`src/rtl/at_req_sched_pkg.sv`:
```
`default_nettype none
// ============================================================================
// Module  : at_req_sched_pkg
// Brief   : Shared widths, defaults and the update request record for the
//           and-tree request scheduler.
// Revision: 1.0 - initial release
// ============================================================================
package at_req_sched_pkg;

    localparam int REQ_ID_WIDTH        = 4;
    localparam int AT_TREE_INDEX_WIDTH = 6;
    localparam int REQ_SIZE_TYPE_WIDTH = 2;
    localparam int AT_TREE_BIT_WIDTH   = 4;

    localparam int UPD_FIFO_DEPTH_DEF  = 4;
    localparam int STARVE_LIMIT_DEF    = 8;

    // Bit values are ordered {4k,2k,1k,512}.
    typedef struct packed {
        logic [AT_TREE_INDEX_WIDTH-1:0] row;
        logic [AT_TREE_INDEX_WIDTH-1:0] col;
        logic [AT_TREE_BIT_WIDTH-1:0]   bits;
    } upd_req_t;

    localparam int AT_UPD_REQ_WIDTH = $bits(upd_req_t);

    function automatic upd_req_t pack_upd_req(
        input logic [AT_TREE_INDEX_WIDTH-1:0] row,
        input logic [AT_TREE_INDEX_WIDTH-1:0] col,
        input logic [AT_TREE_BIT_WIDTH-1:0]   bits
    );
        upd_req_t req;
        req.row  = row;
        req.col  = col;
        req.bits = bits;
        return req;
    endfunction

endpackage
`default_nettype wire

```
`src/rtl/at_upd_fifo.sv`:
```
`default_nettype none
// ============================================================================
// Module  : at_upd_fifo
// Brief   : Synchronous FIFO for buffered and-tree bit updates; head, full and
//           empty derive straight from the storage and pointer registers.
// Revision: 1.0 - initial release
// ============================================================================
module at_upd_fifo #(
    parameter int DEPTH = 4,
    parameter int WIDTH = 16
) (
    input  logic             clk,
    input  logic             rst,
    input  logic             i_push,
    input  logic [WIDTH-1:0] i_push_data,
    input  logic             i_pop,
    output logic [WIDTH-1:0] o_head,
    output logic             o_full,
    output logic             o_empty
);

    localparam int c_AW = $clog2(DEPTH);

    logic [WIDTH-1:0] r_mem [DEPTH];
    logic [c_AW:0]    r_wr_ptr;
    logic [c_AW:0]    r_rd_ptr;
    logic             w_do_push;
    logic             w_do_pop;

    // Extra pointer MSB separates full from empty when the indices coincide.
    assign o_empty   = (r_wr_ptr == r_rd_ptr);
    assign o_full    = (r_wr_ptr[c_AW] != r_rd_ptr[c_AW]) &&
                       (r_wr_ptr[c_AW-1:0] == r_rd_ptr[c_AW-1:0]);
    assign o_head    = r_mem[r_rd_ptr[c_AW-1:0]];
    assign w_do_push = i_push && !o_full;
    assign w_do_pop  = i_pop && !o_empty;

    always_ff @(posedge clk) begin
        if (rst) begin
            r_wr_ptr <= '0;
            r_rd_ptr <= '0;
        end else begin
            if (w_do_push) begin
                r_wr_ptr <= r_wr_ptr + 1'b1;
            end
            if (w_do_pop) begin
                r_rd_ptr <= r_rd_ptr + 1'b1;
            end
        end
    end

    always_ff @(posedge clk) begin
        if (w_do_push) begin
            r_mem[r_wr_ptr[c_AW-1:0]] <= i_push_data;
        end
    end

endmodule
`default_nettype wire

```
`src/rtl/at_req_sched.sv`:
```
`default_nettype none
// ============================================================================
// Module  : at_req_sched
// Brief   : Issues fdt searches and or_tree bit updates to the and-tree ports,
//           holding back accesses to rows with a read-modify-write in flight.
// Revision: 1.0 - initial release
// ============================================================================
module at_req_sched
    import at_req_sched_pkg::*;
#(
    parameter int UPD_FIFO_DEPTH = UPD_FIFO_DEPTH_DEF,
    parameter int STARVE_LIMIT   = STARVE_LIMIT_DEF
) (
    input  logic                           clk,
    input  logic                           rst,

    input  logic                           alloc_valid_in,
    output logic                           alloc_ready_out,
    input  logic [REQ_ID_WIDTH-1:0]        alloc_id_in,
    input  logic [AT_TREE_INDEX_WIDTH-1:0] alloc_pos_in,
    input  logic [REQ_SIZE_TYPE_WIDTH-1:0] alloc_size_in,

    input  logic                           upd_valid_in,
    output logic                           upd_ready_out,
    input  logic [AT_TREE_INDEX_WIDTH-1:0] upd_row_in,
    input  logic [AT_TREE_INDEX_WIDTH-1:0] upd_col_in,
    input  logic [AT_TREE_BIT_WIDTH-1:0]   upd_bits_in,

    output logic                           at_alloc_valid,
    output logic [REQ_ID_WIDTH-1:0]        at_alloc_id,
    output logic [AT_TREE_INDEX_WIDTH-1:0] at_alloc_pos,
    output logic [REQ_SIZE_TYPE_WIDTH-1:0] at_alloc_size,

    output logic                           at_upd_en,
    output logic [AT_TREE_INDEX_WIDTH-1:0] at_upd_row,
    output logic [AT_TREE_INDEX_WIDTH-1:0] at_upd_col,
    output logic [AT_TREE_BIT_WIDTH-1:0]   at_upd_bits,

    output logic                           starve_active
);

    localparam int                 c_CNT_W      = $clog2(STARVE_LIMIT + 1);
    localparam logic [c_CNT_W-1:0] c_STARVE_MAX = c_CNT_W'(STARVE_LIMIT);

    logic [AT_UPD_REQ_WIDTH-1:0]    w_head_raw;
    upd_req_t                       w_head;
    logic                           w_fifo_full;
    logic                           w_fifo_empty;
    logic                           w_upd_push;
    logic                           w_alloc_accept;
    logic                           w_head_hazard;
    logic                           w_pos_hazard;
    logic                           w_upd_issue;
    logic                           w_srch_issue;

    logic                           r_held;
    logic [REQ_ID_WIDTH-1:0]        r_held_id;
    logic [AT_TREE_INDEX_WIDTH-1:0] r_held_pos;
    logic [REQ_SIZE_TYPE_WIDTH-1:0] r_held_size;

    logic                           r_hv1;
    logic                           r_hv2;
    logic [AT_TREE_INDEX_WIDTH-1:0] r_hrow1;
    logic [AT_TREE_INDEX_WIDTH-1:0] r_hrow2;
    logic [c_CNT_W-1:0]             r_starve_cnt;

    at_upd_fifo #(
        .DEPTH (UPD_FIFO_DEPTH),
        .WIDTH (AT_UPD_REQ_WIDTH)
    ) u_upd_fifo (
        .clk         (clk),
        .rst         (rst),
        .i_push      (w_upd_push),
        .i_push_data (pack_upd_req(upd_row_in, upd_col_in, upd_bits_in)),
        .i_pop       (w_upd_issue),
        .o_head      (w_head_raw),
        .o_full      (w_fifo_full),
        .o_empty     (w_fifo_empty)
    );

    assign w_head          = upd_req_t'(w_head_raw);
    assign starve_active   = (r_starve_cnt == c_STARVE_MAX);

    assign upd_ready_out   = !rst && !w_fifo_full;
    assign w_upd_push      = upd_valid_in && upd_ready_out;
    assign alloc_ready_out = !rst && (!r_held || w_srch_issue);
    assign w_alloc_accept  = alloc_valid_in && alloc_ready_out;

    // Rows written in the last two edges are still inside their RMW window.
    assign w_head_hazard = (r_hv1 && (w_head.row == r_hrow1)) ||
                           (r_hv2 && (w_head.row == r_hrow2));
    assign w_pos_hazard  = (r_hv1 && (r_held_pos == r_hrow1)) ||
                           (r_hv2 && (r_held_pos == r_hrow2));

    assign w_upd_issue  = !w_fifo_empty && !starve_active && !w_head_hazard;
    assign w_srch_issue = r_held && !w_pos_hazard &&
                          !(w_upd_issue && (w_head.row == r_held_pos));

    always_ff @(posedge clk) begin
        if (rst) begin
            r_held         <= 1'b0;
            r_held_id      <= '0;
            r_held_pos     <= '0;
            r_held_size    <= '0;
            r_hv1          <= 1'b0;
            r_hv2          <= 1'b0;
            r_hrow1        <= '0;
            r_hrow2        <= '0;
            r_starve_cnt   <= '0;
            at_alloc_valid <= 1'b0;
            at_alloc_id    <= '0;
            at_alloc_pos   <= '0;
            at_alloc_size  <= '0;
            at_upd_en      <= 1'b0;
            at_upd_row     <= '0;
            at_upd_col     <= '0;
            at_upd_bits    <= '0;
        end else begin
            if (w_alloc_accept) begin
                r_held      <= 1'b1;
                r_held_id   <= alloc_id_in;
                r_held_pos  <= alloc_pos_in;
                r_held_size <= alloc_size_in;
            end else if (w_srch_issue) begin
                r_held      <= 1'b0;
            end

            at_alloc_valid <= w_srch_issue;
            if (w_srch_issue) begin
                at_alloc_id   <= r_held_id;
                at_alloc_pos  <= r_held_pos;
                at_alloc_size <= r_held_size;
            end

            at_upd_en <= w_upd_issue;
            if (w_upd_issue) begin
                at_upd_row  <= w_head.row;
                at_upd_col  <= w_head.col;
                at_upd_bits <= w_head.bits;
            end

            r_hv1   <= w_upd_issue;
            r_hrow1 <= w_head.row;
            r_hv2   <= r_hv1;
            r_hrow2 <= r_hrow1;

            // Saturating count of edges the held search spends blocked.
            if (w_srch_issue) begin
                r_starve_cnt <= '0;
            end else if (r_held && !starve_active) begin
                r_starve_cnt <= r_starve_cnt + 1'b1;
            end
        end
    end

endmodule
`default_nettype wire

```
`config.mk`:
```
export PLATFORM = sky130hd
export DESIGN_NAME = at_req_sched
export DESIGN_NICKNAME = d
export VERILOG_FILES = /design/src/rtl/at_req_sched_pkg.sv /design/src/rtl/at_upd_fifo.sv /design/src/rtl/at_req_sched.sv
export SDC_FILE = /design/constraint.sdc
export NUM_CORES = 1
export LEC_CHECK = 0
export ABC_CLOCK_PERIOD_IN_PS = 2580
export CORE_MARGIN = 2
export CORE_UTILIZATION = 50
export CTS_CLUSTER_DIAMETER = 150
export DETAILED_ROUTE_END_ITERATION = 12
export PLACE_DENSITY = 0.85
export SLEW_MARGIN = 20
export SYNTH_ARGS = -nofsm -noshare
export SYNTH_HDL_FRONTEND = slang
export SYNTH_SLANG_ARGS = --single-unit
```
`constraint.sdc`:
```
create_clock -name clk -period 2.58 [get_ports clk]
set_input_delay 0.387 -clock clk [delete_from_list [all_inputs] [get_ports clk]]
set_output_delay 0.387 -clock clk [all_outputs]
set_load 0.02 [all_outputs]
```
==> impl_summary.txt <==
----------------------------------------------------
[Clock network]
  Clock transition at path regs ... 0.06 ns
  Clock latency on the worst-skew pair ... 0.52 ns
  Number of hold buffers added after CTS ... 0
  TritonCTS clock tree ... yes
  TritonCTS Buffers ... 17
  Sink Count ... 132
  Clock Tree Buf Depth ... 2
  Cell at the root of the clock tree ... sky130_fd_sc_hd__clkbuf_8
  H-tree levels ... 4

[Detailed routing]
  Detailed-route via count ... 3551
  Violation count after the first detailed-route iteration ... 251
  Post-DRT Antenna Nets ... 0
  WL/cell ... 19.1 um
  Final routed wirelength across all metal layers ... 12300 um
  Number of remaining DRC errors ... 0
  Detailed-router iteration count before antenna repair ... 4
  Number of vias per cell after detailed routing ... 5.52

[Logic synthesis]
  Number of different library cells in the post-synthesis netlist ... 36
  Top-area cell type share of the netlist area ... 0.359
  Most area-hungry cell type in the Yosys netlist ... sky130_fd_sc_hd__edfxtp_1
  Post-Synthesis Cell Area ... 0.00536 mm2
  Synth Instances ... 404
  Number of storage elements in the synthesis netlist ... 132
  Synthesized net count ... 443
  Sequential cell area fraction in the yosys report ... 0.613
  Average instance area after synthesis ... 13.3 um2
  Most area-consuming cells after synthesis ... sky130_fd_sc_hd__edfxtp_1 (36%), sky130_fd_sc_hd__dfxtp_1 (25%), sky130_fd_sc_hd__mux4_2 (6.7%)
  Warnings from Yosys ... 0

[Min path]
  Classification of the worst-slack hold path ... input port to register
  Number of cells traversed by the worst hold path ... 2
  Worst hold start ... rst
  Endpoint of the worst hold path ... u_upd_fifo.r_wr_ptr[2]

[Timing]
  Max Fclk ... 319 MHz
  Actual transition at the worst max-transition pin ... 0.537 ns
  Worst hold margin ... 0.275 ns
  Post-route clock period utilization ... 1.22
  Number of setup violations in the final report ... 22
  Total count of max-transition violations in the final report ... 0
  Slew HR ... 0.642
  Minimum clock period after layout ... 3.13 ns
  RSZ-0062 raised after global routing ... yes
  Worst clock skew ... 0.0112 ns
  Setup WS post-layout ... -0.555 ns
  Final count of hold timing violations ... 0

[Place]
  Routability-driven placement congestion ratio ... 0.823
  Number of port buffers ... 64
  Final HPWL DP ... 7530 um
  Instance count after placement with tap cells included ... 603

[Global routing]
  Remaining global-route overflow ... 0
  Number of antenna violations at the first check in global routing ... 0
  Aggregate global-route resource usage ... 0.215
  Vias in the first global route ... 3704
  Maximum number of pins on one net before global-route repair ... 64
  First-pass GRT wire length ... 18800 um

[Layout]
  Layout filler cell count ... 730
  Area growth from synthesis to layout ... 29.4%
  Final cell count without fillers ... 643
  Diodes inserted ... 0
  NumNets Final ... 533
  Layout cell share with drive strength beyond 1 ... 0.183

[Setup path]
  Critical path, cell by cell ... buf_12, mux4_2, xnor2_1, nand4_1, or2_4, o31ai_4, a21oi_2, buf_6
  Max Fanout on Critical Path ... 8
  Kind of launch point of the worst setup path ... register
  End of the worst register-to-register path ... r_held_pos[0]
  Type of the setup path with the least slack ... register to output port
  Worst Path Required ... 2.19 ns
  Type of destination of the critical path ... output port
  Standard cell with the maximum stage delay on the critical path ... sky130_fd_sc_hd__mux4_2
  Worst Path Arrival ... 2.75 ns
  Reg-to-reg slack, setup ... -0.18 ns
  Critical path's largest stage delay ... 0.57 ns
  Number of cells on the worst reg-to-reg path ... 11

[Power and ir drop]
  Total power divided by cell area ... 1000 mW/mm2
  Leak Pwr ... 0.00248 uW
  Peak VDD IR ... 0.655 mV

[Outcome]
  Result of the run ... complete, but fails checks
  Failing checks ... negative setup slack

[Die]
  Starting density of the core ... 0.517
  Height of the chip ... 108 um
  Placeable Area ... 0.0104 mm2
  Standard-cell row count ... 37
  Count of boundary I/O pins ... 65
  Horizontal extent of the die ... 108 um
  Die area ... 0.0116 mm2

[Run]
  Max Cap Violations ... 0

----------------------------------------------------
## per-layer routing
metal,part of all wire,routed length (um),GRT usage,up-vias
met3,0.059,727,0.0466,20
met5,0,0,0,-
met1,0.40,4880,0.268,1732
met4,0.020,249,0.0778,0
li1,-,-,-,1650
met2,0.52,6430,0.369,149
## cell usage in the layout, fill, tap and decap left out, types with 2 or more instances in the layout
cell and n:
sky130_fd_sc_hd__nand3_1 19, sky130_fd_sc_hd__edfxtp_1 64, sky130_fd_sc_hd__a21oi_1 21, sky130_fd_sc_hd__inv_1 7, sky130_fd_sc_hd__buf_6 3, sky130_fd_sc_hd__mux4_2 16
sky130_fd_sc_hd__buf_4 26, sky130_fd_sc_hd__inv_6 6, sky130_fd_sc_hd__nor2b_1 13, sky130_fd_sc_hd__and3_1 4, sky130_fd_sc_hd__xor2_1 8, sky130_fd_sc_hd__nand2_1 5
sky130_fd_sc_hd__o21ai_1 18, sky130_fd_sc_hd__buf_12 3, sky130_fd_sc_hd__a31oi_1 2, sky130_fd_sc_hd__clkinv_4 2, sky130_fd_sc_hd__or2_1 2, sky130_fd_sc_hd__nand4_1 6
sky130_fd_sc_hd__clkinvlp_4 2, sky130_fd_sc_hd__inv_8 4, sky130_fd_sc_hd__dfxtp_1 67, sky130_fd_sc_hd__clkbuf_16 16, sky130_fd_sc_hd__nor3_1 5, sky130_fd_sc_hd__clkdlybuf4s50_1 62
sky130_fd_sc_hd__mux2i_1 25, sky130_fd_sc_hd__xnor2_2 2, sky130_fd_sc_hd__o31ai_1 2, sky130_fd_sc_hd__ha_1 7, sky130_fd_sc_hd__xnor2_1 28, sky130_fd_sc_hd__nand2b_1 36
sky130_fd_sc_hd__nor2_1 4
## report_power, final
| part | total (uW) | switching (uW) | internal [uW] |
|---|---|---|---|
| Sequential | 2640 | 200 | 2440 |
| Clock | 2220 | 998 | 1220 |
| Combinational | 2100 | 1080 | 1020 |
## what timing repair did
| action | CTS | global route |
|---|---|---|
| gates resized for setup | 11 | 8 |
| setup buffers | 5 | 5 |
| cloned | 0 | 0 |
| pin swaps | 3 | 8 |
| endpoints found under the setup margin | 24 | 26 |
## synthesized netlist by cell type
master,number
sky130_fd_sc_hd__edfxtp_1,64
sky130_fd_sc_hd__nand3b_1,1
sky130_fd_sc_hd__xnor2_1,30
sky130_fd_sc_hd__clkbuf_1,18
sky130_fd_sc_hd__or2_1,3
sky130_fd_sc_hd__o31ai_1,3
sky130_fd_sc_hd__mux2i_1,25
sky130_fd_sc_hd__xor2_1,8
sky130_fd_sc_hd__o41ai_1,1
sky130_fd_sc_hd__and2_1,1
sky130_fd_sc_hd__and3_1,4
sky130_fd_sc_hd__ha_1,7
sky130_fd_sc_hd__o21ba_2,1
sky130_fd_sc_hd__nand3_1,20
sky130_fd_sc_hd__buf_6,3
sky130_fd_sc_hd__nand2_1,5
sky130_fd_sc_hd__buf_1,1
sky130_fd_sc_hd__inv_1,7
sky130_fd_sc_hd__mux4_2,16
sky130_fd_sc_hd__or3_1,1
sky130_fd_sc_hd__a21oi_1,22
sky130_fd_sc_hd__buf_4,1
sky130_fd_sc_hd__a31oi_1,2
sky130_fd_sc_hd__dfxtp_1,68
sky130_fd_sc_hd__nand2b_1,36
sky130_fd_sc_hd__or4_1,1
sky130_fd_sc_hd__nor2b_1,13
sky130_fd_sc_hd__nor4_1,1
sky130_fd_sc_hd__nor3_1,6
sky130_fd_sc_hd__buf_2,1
sky130_fd_sc_hd__o31a_1,1
sky130_fd_sc_hd__o21a_1,2
sky130_fd_sc_hd__nor2_1,5
sky130_fd_sc_hd__a311oi_4,1
sky130_fd_sc_hd__o21ai_1,19
sky130_fd_sc_hd__nand4_1,6
## final cells by class
| class | instances | area (um2) | area share |
|---|---|---|---|
| sequential | 132 | 3280 | 0.474 |
| multi-input combinational | 241 | 1990 | 0.287 |
| timing repair buffer | 95 | 915 | 0.132 |
| clock buffer | 17 | 414 | 0.0598 |
| tap | 136 | 170 | 0.0246 |
| clock inverter | 15 | 134 | 0.0193 |
| inverter | 7 | 26.3 | 0.00379 |
## critical path, delay by kind of cell (launching register included)
family / cells / cell delay (ns)
AND/OR/NAND/NOR: 2 / 0.46
multiplexers: 1 / 0.57
flip-flops: 1 / 0.34
buffers and inverters: 2 / 0.28
XOR/XNOR: 1 / 0.22
AO/OA/AOI/OAI: 2 / 0.36
## per-stage QoR
stage               setup slack, ns  area [um2]  power [uW]  TNS [ns]   util
finish                       -0.555        6930        6960     -3.17  0.668
global route                 -0.605        6930        7220     -4.97  0.668
CTS                          -0.500        6870        6910     -1.03  0.662
detailed placement           -0.412        6250        4600     -1.11  0.603
global placement             -0.303        6250        4520    -0.303  0.603
floorplan                    0.0149        5360        3850         0      -
## flip-flops by register name, indices dropped and copies added (netlist names), named ones only
signal               count
u_upd_fifo.r_mem        64
at_alloc_pos             6
at_upd_col               6
at_upd_row               6
r_held_pos               6
r_hrow1                  6
r_hrow2                  6
at_alloc_id              4
at_upd_bits              4
r_held_id                4
r_starve_cnt             4
u_upd_fifo.r_rd_ptr      3
u_upd_fifo.r_wr_ptr      3
at_alloc_size            2
r_held_size              2
at_alloc_valid           1
r_held                   1
r_hv1                    1
r_hv2                    1
## cell families after synthesis
family / synth area share
AO/OA/AOI/OAI: 0.0577
XOR/XNOR: 0.0621
multiplexers: 0.114
buffers and inverters: 0.0269
flip-flops: 0.613
AND/OR/NAND/NOR: 0.110
adder cells (fa/ha/maj): 0.0164
## worst max path at each step
stage	from	endpoint	slack, ns	cells past startpoint
5_1_grt	register	alloc_ready_out	-0.61	9
2_1_floorplan	register	alloc_ready_out	0.01	8
3_3_place_gp	register	alloc_ready_out	-0.30	8
6_report	register	alloc_ready_out	-0.55	8
4_1_cts	register	alloc_ready_out	-0.50	8
3_5_place_dp	register	alloc_ready_out	-0.41	8
Power figures use the tool's default switching activity.
